--- src/rtl/llm_pkg.sv ---
// Shared lamp-interface encodings for the light sequencer and the lamp monitor.
// State codes double as the external `phase` value.
package llm_pkg;

  typedef enum logic [2:0] {
    IDLE   = 3'd0,
    GREEN  = 3'd1,
    YELLOW = 3'd2,
    RED    = 3'd3,
    DARK   = 3'd4
  } state_e;

  typedef enum logic [1:0] {
    FAULT_NONE    = 2'd0,
    FAULT_SKIP    = 2'd1,
    FAULT_STRETCH = 2'd2,
    FAULT_DARK    = 2'd3
  } fault_e;

endpackage

--- src/rtl/phase_timer.sv ---
// Per-phase elapsed-cycle counter with a terminal flag at length-1.
// count_next is exposed so the owner can register outputs aligned with the counter.
module phase_timer #(
  parameter int W = 6
) (
  input  logic         clock,
  input  logic         reset,
  input  logic         clear,
  input  logic [W-1:0] length,
  output logic [W-1:0] count,
  output logic [W-1:0] count_next,
  output logic         last
);

  logic [W-1:0] count_q;

  always_comb begin
    count_next = clear ? '0 : count_q + 1'b1;
  end

  always_ff @(posedge clock) begin
    if (reset) count_q <= '0;
    else       count_q <= count_next;
  end

  assign count = count_q;
  assign last  = (count_q == length - 1'b1);

endmodule

--- src/rtl/light_sequencer.sv ---
// Green/yellow/red lamp sequencer with one-shot fault injection per light cycle.
// FSM, fault latches and all lamp-side outputs are registered here.
module light_sequencer
  import llm_pkg::*;
#(
  parameter int GREEN_TIME  = 25,
  parameter int YELLOW_TIME = 3,
  parameter int RED_TIME    = 20,
  parameter int TIMER_W     = 6
) (
  input  logic               clock,
  input  logic               reset,
  input  logic               enable,
  input  logic [1:0]         fault_sel,
  input  logic               fault_arm,
  output logic               green,
  output logic               yellow,
  output logic               red,
  output logic [2:0]         phase,
  output logic [TIMER_W-1:0] timer,
  output logic               cycle_done,
  output logic               fault_active
);

  localparam logic [TIMER_W-1:0] LEN_G  = TIMER_W'(GREEN_TIME);
  localparam logic [TIMER_W-1:0] LEN_Y  = TIMER_W'(YELLOW_TIME);
  localparam logic [TIMER_W-1:0] LEN_Y2 = TIMER_W'(2 * YELLOW_TIME);
  localparam logic [TIMER_W-1:0] LEN_R  = TIMER_W'(RED_TIME);

  state_e state_q, state_d;
  fault_e fault_pending_q, fault_pending_d;
  fault_e fault_cur_q, fault_cur_d;
  logic green_q, green_d, yellow_q, yellow_d, red_q, red_d;
  logic [2:0] phase_q, phase_d;
  logic cycle_done_q, cycle_done_d, fault_active_q, fault_active_d;

  logic [TIMER_W-1:0] length, count_next;
  logic               last, clear, green_entry;

  always_comb begin
    unique case (state_q)
      GREEN:   length = LEN_G;
      YELLOW:  length = (fault_cur_q == FAULT_STRETCH) ? LEN_Y2 : LEN_Y;
      RED:     length = LEN_R;
      DARK:    length = LEN_Y;
      default: length = TIMER_W'(1);
    endcase
  end

  // Every phase ends on its last count, so clearing there restarts the timer at 0.
  assign clear = (state_q == IDLE) || last;

  phase_timer #(.W(TIMER_W)) u_phase_timer (
    .clock      (clock),
    .reset      (reset),
    .clear      (clear),
    .length     (length),
    .count      (timer),
    .count_next (count_next),
    .last       (last)
  );

  always_comb begin
    state_d = state_q;
    case (state_q)
      IDLE:   if (enable) state_d = GREEN;
      GREEN:  if (last) begin
                if (fault_cur_q == FAULT_SKIP)      state_d = RED;
                else if (fault_cur_q == FAULT_DARK) state_d = DARK;
                else                                state_d = YELLOW;
              end
      YELLOW: if (last) state_d = RED;
      DARK:   if (last) state_d = RED;
      RED:    if (last) state_d = enable ? GREEN : IDLE;
      default: state_d = IDLE;
    endcase
  end

  // An arm coinciding with GREEN entry survives in pending for the following cycle.
  always_comb begin
    green_entry     = (state_d == GREEN) && (state_q != GREEN);
    fault_pending_d = fault_pending_q;
    if (green_entry) fault_pending_d = FAULT_NONE;
    if (fault_arm && (fault_sel != 2'd0)) fault_pending_d = fault_e'(fault_sel);

    fault_cur_d = fault_cur_q;
    if ((state_q == RED) && last) fault_cur_d = FAULT_NONE;
    if (green_entry) fault_cur_d = fault_pending_q;
  end

  always_comb begin
    green_d        = (state_d == GREEN);
    yellow_d       = (state_d == YELLOW);
    red_d          = (state_d == RED);
    phase_d        = state_d;
    cycle_done_d   = (state_d == RED) && (count_next == LEN_R - 1'b1);
    fault_active_d = (state_d != IDLE) && (fault_cur_d != FAULT_NONE);
  end

  always_ff @(posedge clock) begin
    if (reset) begin
      state_q         <= IDLE;
      fault_pending_q <= FAULT_NONE;
      fault_cur_q     <= FAULT_NONE;
      green_q         <= 1'b0;
      yellow_q        <= 1'b0;
      red_q           <= 1'b0;
      phase_q         <= 3'd0;
      cycle_done_q    <= 1'b0;
      fault_active_q  <= 1'b0;
    end else begin
      state_q         <= state_d;
      fault_pending_q <= fault_pending_d;
      fault_cur_q     <= fault_cur_d;
      green_q         <= green_d;
      yellow_q        <= yellow_d;
      red_q           <= red_d;
      phase_q         <= phase_d;
      cycle_done_q    <= cycle_done_d;
      fault_active_q  <= fault_active_d;
    end
  end

  assign green        = green_q;
  assign yellow       = yellow_q;
  assign red          = red_q;
  assign phase        = phase_q;
  assign cycle_done   = cycle_done_q;
  assign fault_active = fault_active_q;

endmodule

--- config.mk ---
export PLATFORM = sky130hd
export DESIGN_NAME = light_sequencer
export DESIGN_NICKNAME = d
export VERILOG_FILES = /design/src/rtl/llm_pkg.sv /design/src/rtl/phase_timer.sv /design/src/rtl/light_sequencer.sv
export SDC_FILE = /design/constraint.sdc
export NUM_CORES = 1
export LEC_CHECK = 0
export ABC_AREA = 1
export ABC_CLOCK_PERIOD_IN_PS = 4360
export BUFFER_PORTS_ARGS = -buffer_cell sky130_fd_sc_hd__buf_2
export CAP_MARGIN = 10
export CORE_UTILIZATION = 50
export CTS_BUF_LIST = sky130_fd_sc_hd__clkbuf_8
export DETAILED_ROUTE_END_ITERATION = 7
export PLACE_DENSITY_LB_ADDON = 0.08
export RECOVER_POWER = 50
export SYNTH_ARGS = -nofsm -noshare
export SYNTH_HDL_FRONTEND = slang
export SYNTH_SLANG_ARGS = --single-unit
--- constraint.sdc ---
create_clock -name clock -period 4.36 [get_ports clock]
set_input_delay 0.654 -clock clock [delete_from_list [all_inputs] [get_ports clock]]
set_output_delay 0.654 -clock clock [all_outputs]
set_load 0.005 [all_outputs]
After elaboration in Yosys (flattened, before gate mapping)

Index checks and enable logic that the tools add are counted.
Widths: inputs -> output; s select.

Add/sub/neg operators: 2
Eq/ne operators: 13
Multiplexer cells: 15
Reductions and logical operators: 12

Operators by type and width:

| operator            | number |
|---|---|
| $mux 3              | 7 |
| $pmux 5 s4          | 1 |
| $eq 3x2->1 const B  | 4 |
| $pmux 3 s4          | 1 |
| $mux 2              | 4 |
| $add 6x1->6 const B | 1 |
| $eq 3x1->1 const B  | 2 |
| $eq 6x5->1 const B  | 1 |
| $eq 6x6->1          | 1 |
| $mux 6              | 1 |
| $reduce_bool 2->1   | 3 |
| $sub 5x1->6 const B | 1 |
| $logic_and 1x1->1   | 5 |
| $eq 2x2->1 const B  | 2 |
| $eq 3x3->1 const B  | 1 |
| $logic_not 3->1     | 1 |
| $ne 3x1->1 const B  | 1 |
| $reduce_bool 3->1   | 1 |
| $eq 2x1->1 const B  | 1 |
| $reduce_or 2->1     | 1 |
| $logic_or 1x1->1    | 1 |
| $mux 1              | 1 |

Bits in registers: 18
Output and inout bits: 14
Logic and storage cells: 51

Logic depth before layout (Yosys ltp)

Gate-level depths: netlist of the first run.

Depth after elaboration: 12
Depth in mapped cells: 23
Gate-level depth less buffers: 23

By module

From an unflattened synthesis of the first run, not the netlist that was laid out.

Cell total of the unflattened synthesis: 183
Area total of the unflattened synthesis: 1,213.7 µm²

Modules (own cells, without submodules):

| module          | instances | cells an instance | area an instance (µm²) | sequential area each (µm²) |
|---|---|---|---|---|
| light_sequencer | 1         | 95                | 676.9                  | 240.2 |
| phase_timer     | 1         | 88                | 536.8                  | 120.1 |

Worst setup path before layout of the first run

Ideal clock, no wire load.

Path kind: reg2reg
From: reg, netlist name phase[0]
To: reg fault_active_q (netlist: fault_active)
Library setup time: 122 ps
Arrival time: 2,241 ps
Data required time: 4,238 ps
Slack: 1,997 ps
Cell stages (with the launch flop): 22
Clock period less this slack: 2,363 ps
Path through: dfxtp_1 -> nor2_1 -> inv_1 -> nor2_1 -> inv_1 -> nand2_1 -> inv_1 -> ha_1 -> nand2_1 -> nand2_1 -> nor2_1 -> nand3_1 -> nor2_2 -> nand3_2 -> nor2_4 -> nand2_1 -> a21oi_2 -> nand2_2 -> nand3_2 -> nand2_1 -> nand2_1 -> a21oi_2

RTL lines:

| what                 | line                   | source |
|---|---|---|
| to (signal assigned) | light_sequencer.sv:120 | `fault_active_q <= fault_active_d;` |
| to (decl)            | light_sequencer.sv:35  | `logic cycle_done_q, cycle_done_d, fault_active_q, fault_active_d;` |

==> summary.md, run 1 <==
| Metric | Value |
|---|---|
| Final net count | 181 |
| Clock latency on the worst-skew pair | 0.25 ns |
| Final instance area | 1170 sq um |
| Synth warn | 0 |
| PwrDens | 705 nW/um^2 |
| Post-synthesis sequential area ratio | 35.3% |
| Drt wl/cell | 10.1 um |
| Root buffer selected by CTS | clkbuf_8 |
| Max transition margin | 75.5% |
| Vias in the first global route | 777 |
| Critical Path Fanout Max | 6 |
| Post-synth top area share | 35.3% |
| CP Launch Point | phase[0] |
| Ant diodes | 0 |
| I/O Pins | 20 |
| Routed via count | 937 |
| R2R Path End | fault_active |
| Die footprint | 2220 sq um |
| Yosys top cell by area | dfxtp_1 |
| CP required | 4.50 ns |
| Final Cycle Share | 65.7% |
| Pin count of the biggest net entering global routing | 10 |
| Post-CTS Setup Bufs | 0 |
| Fmax | 0.349 GHz |
| Setup_tns | 0 ns |
| Detail Route Antenna Nets | 0 |
| IR drop worst, VDD | 0.351 mV |
| Synthesized flop and latch total | 18 |
| Syn_nets | 158 |
| Crit. End Element | flip-flop |
| Worst-case clock skew | 0.00228 ns |
| FF-to-FF path depth | 21 |
| LEAKAGE | 0.554 nW |
| Area grow syn2layout | 14.4% |
| I/O Buffers | 19 |
| DRC | 0 |
| Post-cts resize count | 0 |
| First-pass GRT wire length | 3140 um |
| Starting Density | 56.0% |
| Yosys cell types | 23 |
| Vias per cell | 4.78 |
| Max Cap Viol | 0 |
| CTS Buf Count | 3 |
| Die Height | 47.2 um |
| Hold crit path type | reg -> reg |
| DP Wirelength | 1580 um |
| Critical path launch point type | flip-flop |
| CTS max path bufs | 2 |
| Initial antenna violation count | 0 |
| Crit path kind | reg -> reg |
| Total GRT Usage | 20.6% |
| CTS tree | yes |
| Global placer's final weighted congestion | 0.883 |
| Area contributors post-synth | dfxtp_1, nand2_1, nor2_1 |
| Placed instance area | 1140 sq um |
| DR pass1 iterations | 4 |
| Synth Area per Inst | 6.80 sq um |
| CP endpoint | fault_active |
| Iteration-0 DRC Markers | 17 |
| Post-Syn Area | 1020 sq um |
| Fin crit period | 2.86 ns |
| Worst-Margin Slew | 0.366 ns |
| H-tree Lvls | 1 |
| Drt total wl | 1980 um |
| Num rows | 15 |
| Die X | 47.2 um |
| Final Hold Fails | 0 |
| R2r setup slk | 1.50 ns |
| Core area | 1820 sq um |
| Syn Inst Count | 150 |
| Hold buffers post-CTS | 0 |
| Clock transition at path regs | 0.06 ns |
| Worst Path Arrival | 3.00 ns |
| Final Max Slew Viols | 0 |
| Final setup violation count | 0 |
| Run status | finished clean |
| Layout cell share with drive strength beyond 1 | 20.5% |
| R2r startpoint | phase[0] |
| Grt ovf | 0 |
| CTS sink count | 18 |
| RSZ-0062 raised after global routing | no |
cell usage in the layout, fill, tap and decap left out, types with 3 or more instances in the layout:
cell type  instances
nand2_2            5
nand2_1           37
clkbuf_1           6
nor3_1             4
nand3_2            6
nand3_1            7
o21ai_0            3
inv_1             22
clkbuf_8           3
nor2_1            25
buf_2             13
xor2_1             3
a21oi_1            3
nand4_1            3
dfxtp_1           18
Yosys cell counts:
library cell and n:
a21oi_1 3, a21oi_2 2, clkbuf_1 1, dfxtp_1 18, ha_1 2, inv_1 22
inv_2 2, nand2_1 37, nand2_2 5, nand3_1 7, nand3_2 6, nand4_1 3
nand4_2 1, nor2_1 23, nor2_2 2, nor2_4 2, nor3_1 4, nor3_2 1
nor4_1 1, o21a_1 1, o21ai_0 3, o21ai_1 1, xor2_1 3
layout make-up:
type | count | area [sq um]
fillers | 183 | 654
well taps | 25 | 31.3
inverters | 24 | 90.1
repair buffers | 19 | 87.6
flip-flops and latches | 18 | 360
multi-input cells | 107 | 556
clock buffers | 3 | 41.3
kinds of logic (layout without fill, tap and decap cells):
| kind of cell | count (synthesis) | in the layout | share of synthesized area, % |
|---|---|---|---|
| xor gates and xnor gates | 3 | 3 | 2.58 |
| buffers and inverters | 25 | 46 | 9.20 |
| and+or+nand+nor | 92 | 92 | 44.5 |
| AOI/OAI and AO/OA | 10 | 10 | 5.89 |
| DFF | 18 | 18 | 35.3 |
| adders and majority gates | 2 | 2 | 2.45 |
worst max-delay path, stage by stage, from the launching register on:
cell and delay [ns]:
dfxtp_1 0.38, nor2_1 0.14, inv_1 0.07, nor2_1 0.13
inv_1 0.05, nand2_1 0.08, inv_1 0.06, ha_1 0.29
nand2_1 0.07, nand2_1 0.04, nor2_1 0.07, nand3_1 0.08
nor2_1 0.21, nand3_2 0.08, nor2_1 0.30, nand2_1 0.12
a21oi_2 0.14, nand2_2 0.11, nand3_2 0.10, nand2_1 0.06
nand2_1 0.10, a21oi_2 0.06
power by group:
group / switching [W] / internal, W / leakage, nW
sequential: 0.0000313 / 0.000200 / 0.147
clock: 0.0000499 / 0.0000613 / 0.0216
combinational: 0.000318 / 0.000161 / 0.385
worst min path at each step:
stage                             from            endpoint  slack, ns  depth (start not counted)
floorplan           fault_pending_q[0]  fault_pending_q[0]       0.46                          2
global placement    fault_pending_q[0]  fault_pending_q[0]       0.47                          2
detailed placement  fault_pending_q[1]  fault_pending_q[1]       0.48                          2
CTS                 fault_pending_q[1]  fault_pending_q[1]       0.48                          2
global route        fault_pending_q[1]  fault_pending_q[1]       0.51                          2
finish              fault_pending_q[1]  fault_pending_q[1]       0.48                          2
layer usage:
metal	vias up	global-route usage, %	wire (um)
li1	512	-	-
met1	399	27.9	1010
met2	22	31.7	898
met3	4	3.46	54
met4	0	10.3	12
met5	-	0	0
flip-flops by register name, indices dropped and copies added, names as in the netlist:
signal	cells
red	1
u_phase_timer.count	6
cycle_done	1
fault_active	1
phase	3
yellow	1
green	1
fault_pending_q	2
fault_cur_q	2
per-stage QoR:
stage	hold slack (ns)	total power [W]	setup slack, ns	std cells	utilization (%)
floorplan	0.458	0.000630	2.00	150	-
global placement	0.471	0.000724	1.83	193	62.7
detailed placement	0.475	0.000733	1.74	193	62.7
CTS	0.482	0.000849	1.72	196	65.0
global route	0.506	0.000909	1.18	196	64.1
finish	0.477	0.000822	1.50	196	64.1
(Power assumes the default switching activity.)
==> run 2, diff against run 1 <==
--- a/config.mk
+++ b/config.mk
@@ -5,8 +5,8 @@
 export SDC_FILE = /design/constraint.sdc
 export NUM_CORES = 1
 export LEC_CHECK = 0
-export ABC_AREA = 1
-export ABC_CLOCK_PERIOD_IN_PS = 4360
+export ABC_AREA = 0
+export ABC_CLOCK_PERIOD_IN_PS = 2900
 export BUFFER_PORTS_ARGS = -buffer_cell sky130_fd_sc_hd__buf_2
 export CAP_MARGIN = 10
 export CORE_UTILIZATION = 50
==> constraint.sdc (replaced) <==
create_clock -name clock -period 2.9 [get_ports clock]
set_input_delay 0.435 -clock clock [delete_from_list [all_inputs] [get_ports clock]]
set_output_delay 0.435 -clock clock [all_outputs]
set_load 0.005 [all_outputs]
==> summary.md, run 2 <==
| Metric | Value |
|---|---|
| Run status | finished clean |
| Top-count cell post-synth | dfxtp_1 |
| Syn Inst Count | 127 (-15%) |
| Final setup violation count | 0 (unchanged) |
| Ys async rst share | 0% (unchanged) |
| Hold Crit Depth | 3 (+1) |
| Top delay family on crit path | simple AND/OR/NAND/NOR gates |
| Most used DFF post-synth | dfxtp_1 |
| Setup_tns | 0 ns (unchanged) |
| Final Max Slew Viols | 0 (unchanged) |
| I/O Buffers | 19 (unchanged) |
| Num rows | 16 (+1) |
| Total GRT Usage | 23.0% (+2.4 points) |
| Pin count of the biggest net entering global routing | 12 (+2) |
| Starting Density | 55.5% (-0.49 points) |
| Root buffer selected by CTS | clkbuf_8 |
| Final net count | 159 (-12%) |
| LEAKAGE | 0.554 nW (about the same) |
| Post-synthesis sequential area ratio | 31.5% (-3.9 points) |
| Initial antenna violation count | 0 (unchanged) |
| Yosys top cell by area | dfxtp_1 |
| Area contributors post-synth | dfxtp_1, nor2_2, a21oi_1 |
| Max transition margin | 55.8% (-20 points) |
| CP Launch Point | phase[2] |
| Synthesized flop and latch total | 18 (unchanged) |
| Buf+Inv Stages, Crit Path | 1 (-2) |
| Multi-input gate area | 724 sq um (+30%) |
| Post-Syn Area | 1140 sq um (+12%) |
| Hold path start | fault_sel[1] |
| Critical Path Fanout Max | 5 (-1) |
| R2r startpoint | phase[2] |
| CTS Buf Count | 3 (unchanged) |
| R2R Path End | yellow |
| Crit path kind | reg -> reg |
| PwrDens | 925 nW/um^2 (+31%) |
| Iteration-0 DRC Markers | 39 (+22) |
| Ant diodes | 0 (unchanged) |
| Number of synthesized flops with an enable pin | 0 (unchanged) |
| Routed via count | 1041 (+11%) |
| CP required | 3.05 ns (-1.45 ns) |
| CTS max path bufs | 2 (unchanged) |
| Most common cell after layout, fill and taps aside | dfxtp_1 |
| Worst Path Arrival | 2.90 ns (-0.10 ns) |
| Clock latency on the worst-skew pair | 0.25 ns (about the same) |
| Synth warn | 0 (unchanged) |
| FF-to-FF path depth | 10 (-52%) |
| Syn_nets | 135 (-15%) |
| Die Height | 49.9 um (+5.7%) |
| Crit path largest cell delay | 0.40 ns (+0.02 ns) |
| Max reg flops | 6 (unchanged) |
| Vias per cell | 5.88 (+23%) |
| Commonest non-fill, non-tap cells in the layout | dfxtp_1, buf_2, nand2_1, inv_1, a21oi_1 |
| Global placer's final weighted congestion | 0.893 (+1.1%) |
| Layout cell share with drive strength beyond 1 | 31.3% (+11 points) |
| R2r setup slk | 0.15 ns (-1.35 ns) |
| CTS sink count | 18 (unchanged) |
| Drt total wl | 2520 um (+28%) |
| Detail Route Antenna Nets | 0 (unchanged) |
| DRC | 0 (unchanged) |
| Grt ovf | 0 (unchanged) |
| Vias in the first global route | 939 (+21%) |
| Worst-Margin Slew | 0.658 ns (+0.291 ns) |
| H-tree Lvls | 1 (unchanged) |
| Hold crit path type | in -> reg |
| CTS tree | yes |
| Synth Area per Inst | 9.01 sq um (+33%) |
| RSZ-0062 raised after global routing | no |
| Register area | 360 sq um (unchanged) |
| Final Cycle Share | 94.8% (+29 points) |
| Crit. End Element | flip-flop |
| Max Cap Viol | 0 (unchanged) |
| DR pass1 iterations | 4 (unchanged) |
| Post-synth top cells | dfxtp_1, nand2_1, a21oi_1, inv_1, nor2_2 |
| Slowest CP cell | mux2i_1 |
| Area grow syn2layout | 15.6% |
| Fill cells | 176 (-3.8%) |
| First-pass GRT wire length | 4280 um (+36%) |
| Drt wl/cell | 14.3 um (+41%) |
| Worst Hold Endpoint | fault_pending_q[1] |
| Die X | 49.9 um (+5.7%) |
| Hold buffers post-CTS | 0 (unchanged) |
| Core area | 2060 sq um (+13%) |
| IR drop worst, VDD | 0.456 mV (+30%) |
| Crit path cell chain | and2b_1, o21ai_1, inv_1, ha_2, xor2_1, or2_2, mux2i_1, a311oi_1, a21oi_1, and3b_1 |
| Clock transition at path regs | 0.07 ns (about the same) |
| Critical path launch point type | flip-flop |
| Worst-case clock skew | 0.00145 ns (-0.000828 ns) |
| Final Hold Fails | 0 (unchanged) |
| Fin crit period | 2.75 ns (-0.114 ns) |
| Hold slack | 0.457 ns (-0.0202 ns) |
| I/O Pins | 20 (unchanged) |
| Post-synth top area share | 31.5% (-3.9 points) |
| DP Wirelength | 1950 um (+23%) |
| Fmax | 0.364 GHz (+4.2%) |
| Die footprint | 2490 sq um (+12%) |
| Yosys cell types | 47 (+100%) |
==> run 2: cell families after synthesis <==
family          Yosys count  synth area share [%]
buf+inv                  12                  5.57
simple gates             54                  29.3
fa+ha+maj                 2                  2.19
flops                    18                  31.5
compound gates           31                  22.8
xor+xnor                  6                  4.59
mux                       4                  4.04
==> run 2: area by class of cell <==
type	count	share of cell area, %
clock buffers	4	4.16
inverters	7	1.98
multi-input cells	97	54.7
flip-flops and latches	18	27.2
well taps	27	2.55
repair buffers	24	9.36
==> run 2: worst max-delay path by stage <==
stage	to	slack (ns)	cells after the start
6_report	yellow	0.15	10
5_1_grt	yellow	0.04	10
4_1_cts	yellow	0.11	10
3_5_place_dp	yellow	0.14	10
3_3_place_gp	green	0.28	10
2_1_floorplan	green	0.04	11
==> run 2: power breakdown <==
part | leakage, nW | switching [W] | internal (W)
Clock | 0.0288 | 0.0000867 | 0.000121
Combinational | 0.379 | 0.000392 | 0.000285
Sequential | 0.146 | 0.0000505 | 0.000290
==> run 2: worst register-to-register path: stages, from the launching register on <==
cell and delay (ns):
dfxtp_1 0.39, and2b_1 0.23, o21ai_1 0.12, inv_1 0.07
ha_2 0.22, xor2_1 0.19, or2_2 0.32, mux2i_1 0.40
a311oi_1 0.17, a21oi_1 0.32, and3b_1 0.23
==> run 2: stage by stage <==
stage | power, W | utilization [%] | setup slack (ns) | instance area, sq um | std cells
4_1_cts | 0.00122 | 64.4 | 0.114 | 1330 | 177
3_5_place_dp | 0.00102 | 61.8 | 0.137 | 1270 | 173
3_3_place_gp | 0.00101 | 61.8 | 0.281 | 1270 | 173
2_1_floorplan | 0.000875 | - | 0.0376 | 1140 | 127
5_1_grt | 0.00131 | 64.2 | 0.0435 | 1320 | 177
6_report | 0.00122 | 64.2 | 0.152 | 1320 | 177
==> run 2: what timing repair did <==
item,CTS,global route
buffers inserted,0,0
resized for setup,0,4
setup endpoints to repair,0,3
endpoints found under the hold margin,0,0
==> run 2: routing by layer <==
| metal | global-route usage, % | up-vias | part of all wire [%] |
|---|---|---|---|
| li1 | - | 512 | - |
| met1 | 30.8 | 476 | 45 |
| met2 | 37.6 | 46 | 47 |
| met3 | 3.70 | 7 | 5.6 |
| met4 | 7.14 | 0 | 1.7 |
| met5 | 0 | - | 0 |
==> run 3, diff against run 2 <==
--- a/config.mk
+++ b/config.mk
@@ -6,14 +6,16 @@
 export NUM_CORES = 1
 export LEC_CHECK = 0
 export ABC_AREA = 0
-export ABC_CLOCK_PERIOD_IN_PS = 2900
+export ABC_CLOCK_PERIOD_IN_PS = 2600
 export BUFFER_PORTS_ARGS = -buffer_cell sky130_fd_sc_hd__buf_2
 export CAP_MARGIN = 10
+export CORE_MARGIN = 3
 export CORE_UTILIZATION = 50
 export CTS_BUF_LIST = sky130_fd_sc_hd__clkbuf_8
 export DETAILED_ROUTE_END_ITERATION = 7
 export PLACE_DENSITY_LB_ADDON = 0.08
 export RECOVER_POWER = 50
+export SETUP_SLACK_MARGIN = 0.3
 export SYNTH_ARGS = -nofsm -noshare
 export SYNTH_HDL_FRONTEND = slang
 export SYNTH_SLANG_ARGS = --single-unit
==> constraint.sdc (replaced) <==
create_clock -name clock -period 2.6 [get_ports clock]
set_input_delay 0.39 -clock clock [delete_from_list [all_inputs] [get_ports clock]]
set_output_delay 0.39 -clock clock [all_outputs]
set_load 0.005 [all_outputs]
==> summary.md, run 3 (synthesis gave the netlist of run 2 again) <==
| Metric | Value |
|---|---|
| Worst path most repeated cell | buf_4 |
| DP Wirelength | 2160 um (+11%) |
| Setup_tns | 0 ns (unchanged) |
| RSZ-0062 raised after global routing | yes |
| Detail Route Antenna Nets | 0 (unchanged) |
| Critical Path Fanout Max | 4 (-1) |
| Core area | 2060 sq um (unchanged) |
| Worst-case clock skew | 0.00577 ns (+0.00431 ns) |
| Fmax | 0.401 GHz (+10%) |
| FF-to-FF path depth | 12 (+2) |
| H-tree Lvls | 1 (unchanged) |
| Routed via count | 1120 (+7.6%) |
| Grt ovf | 0 (unchanged) |
| Crit. End Element | flip-flop |
| I/O Buffers | 19 (unchanged) |
| Max reg flops | 6 (unchanged) |
| Final Cycle Share | 95.9% (+1.1 points) |
| CTS sink count | 18 (unchanged) |
| Hold slack | 0.410 ns (-0.0464 ns) |
| CTS Buf Count | 3 (unchanged) |
| DRC | 0 (unchanged) |
| CP required | 2.78 ns (-0.27 ns) |
| Fill cells | 172 (-2.3%) |
| DR pass1 iterations | 4 (unchanged) |
| Crit path depth | 12 (+2) |
| Vias per cell | 5.93 (+0.76%) |
| Area grow syn2layout | 31.5% |
| Root buffer selected by CTS | clkbuf_8 |
| Final net count | 171 (+7.5%) |
| Iteration-0 DRC Markers | 51 (+31%) |
| Ant diodes | 0 (unchanged) |
| First-pass GRT wire length | 5090 um (+19%) |
| Worst Path Arrival | 2.67 ns (-0.23 ns) |
| LEAKAGE | 0.617 nW (+11%) |
| CP endpoint | phase[0] |
| Final setup violation count | 0 (unchanged) |
| Final Hold Fails | 0 (unchanged) |
| Fin crit period | 2.49 ns (-0.255 ns) |
| Max transition margin | 46.8% (-9.0 points) |
| Design Power | 0.00172 W (+41%) |
| Global placer's final weighted congestion | 0.861 (-3.5%) |
| Final Max Slew Viols | 0 (unchanged) |
| PwrDens | 1140 nW/um^2 (+24%) |
| Vias in the first global route | 1051 (+12%) |
| R2r setup slk | 0.11 ns (-0.04 ns) |
| Clock transition at path regs | 0.07 ns (about the same) |
| I/O Pins | 20 (unchanged) |
| Crit path kind | reg -> reg |
| Pin count of the biggest net entering global routing | 11 (-1) |
| Drt total wl | 3160 um (+25%) |
| Total GRT Usage | 24.2% (+1.2 points) |
| CTS max path bufs | 2 (unchanged) |
| Most common cell after layout, fill and taps aside | dfxtp_1 |
| Layout cell share with drive strength beyond 1 | 43.8% (+12 points) |
| Initial antenna violation count | 0 (unchanged) |
| Worst-Margin Slew | 0.792 ns (+0.135 ns) |
| Critical path launch point type | flip-flop |
| Die Height | 53.9 um (+8.0%) |
| Run status | finished clean |
| Top delay family on crit path | compound AO/OA/AOI/OAI gates |
| Starting Density | 55.5% (unchanged) |
| Drt wl/cell | 16.7 um (+17%) |
| Max Cap Viol | 0 (unchanged) |
| R2R Path End | phase[0] |
| Die X | 53.9 um (+8.0%) |
| Clock latency on the worst-skew pair | 0.26 ns (about the same) |
| Num rows | 16 (unchanged) |
| Crit path largest cell delay | 0.37 ns (-0.03 ns) |
| Buf+Inv Stages, Crit Path | 4 (+3) |
| CP Launch Point | phase[1] |
| CTS tree | yes |
| IR drop worst, VDD | 0.696 mV (+53%) |
| R2r startpoint | phase[1] |
| Die footprint | 2900 sq um (+17%) |
| Commonest non-fill, non-tap cells in the layout | dfxtp_1, buf_4, buf_2, nand2_1 |
| Slowest CP cell | dfxtp_4 |
| Crit path cell chain | nand2b_4, a21oi_4, inv_2, ha_4, buf_4, a2111oi_4, buf_4, o31ai_4, nor2_2, buf_4, nand3_1, a21oi_1 |
| Hold crit path type | in -> reg |
## run 3: changes by cell type in the layout (fill, tap and decap cells not counted), moves of 2 or more
| cell | before | now |
|---|---|---|
| clkbuf_1 | 4 | 7 |
| buf_2 | 15 | 13 |
| dfxtp_4 | 0 | 2 |
| nand2b_4 | 0 | 2 |
| dfxtp_1 | 18 | 16 |
| nand2b_1 | 2 | 0 |
| buf_4 | 4 | 15 |
| a21oi_1 | 7 | 5 |
## run 3: layout make-up
| type | instances | area, sq um | share of cell area (%) |
|---|---|---|---|
| Multi-Input combinational cell | 97 | 807 | 53.6 |
| Sequential cell | 18 | 368 | 24.4 |
| Timing Repair Buffer | 36 | 215 | 14.3 |
| Clock buffer | 4 | 55.1 | 3.66 |
| Tap cell | 27 | 33.8 | 2.24 |
| Inverter | 7 | 26.3 | 1.75 |
## run 3: timing repair
| item | in CTS | in global routing |
|---|---|---|
| cloned | 0 | 0 |
| hold buffers | 0 | 0 |
| endpoints found under the setup margin | 17 | 18 |
| buffers inserted | 4 | 5 |
| pin swaps | 4 | 3 |
| resized for setup | 7 | 5 |
## run 3: metal layers
| layer | wire, um | track usage, % |
|---|---|---|
| met3 | 189 | 3.05 |
| met2 | 1610 | 42.5 |
| met4 | 16 | 6.38 |
| met1 | 1350 | 30.8 |
| met5 | 0 | 0 |
## run 3: metrics by stage
step,instances,util [%],area [sq um],setup WS (ns)
after floorplan,127,-,1190,0.0767
after global placement,176,64.7,1340,0.152
after detailed placement,176,64.7,1340,0.0700
after CTS,184,70.9,1460,0.132
after global routing,189,73.0,1510,0.00491
final,189,73.0,1510,0.107
## run 3: worst reg2reg max path: stages, from the launching register on
cell	delay, ns
dfxtp_4	0.37
nand2b_4	0.15
a21oi_4	0.16
inv_2	0.07
ha_4	0.17
buf_4	0.14
a2111oi_4	0.33
buf_4	0.19
o31ai_4	0.09
nor2_2	0.20
buf_4	0.18
nand3_1	0.16
a21oi_1	0.22
## run 3: report_power, final
part	switching, W	internal, W	total [W]
clock network	0.000101	0.000135	0.000235
registers	0.0000541	0.000327	0.000381
logic	0.000585	0.000521	0.00111
total	0.000740	0.000983	0.00172
## run 3: how the worst min path moves through the flow
stage / startpoint / end / slack [ns] / cells past startpoint
6_report: fault_sel[1] / fault_pending_q[1] / 0.41 / 3
5_1_grt: fault_sel[1] / fault_pending_q[1] / 0.45 / 3
4_1_cts: fault_sel[1] / fault_pending_q[1] / 0.41 / 3
3_5_place_dp: fault_pending_q[0] / fault_pending_q[0] / 0.49 / 2
3_3_place_gp: fault_pending_q[0] / fault_pending_q[0] / 0.48 / 2
2_1_floorplan: fault_pending_q[0] / fault_pending_q[0] / 0.46 / 2
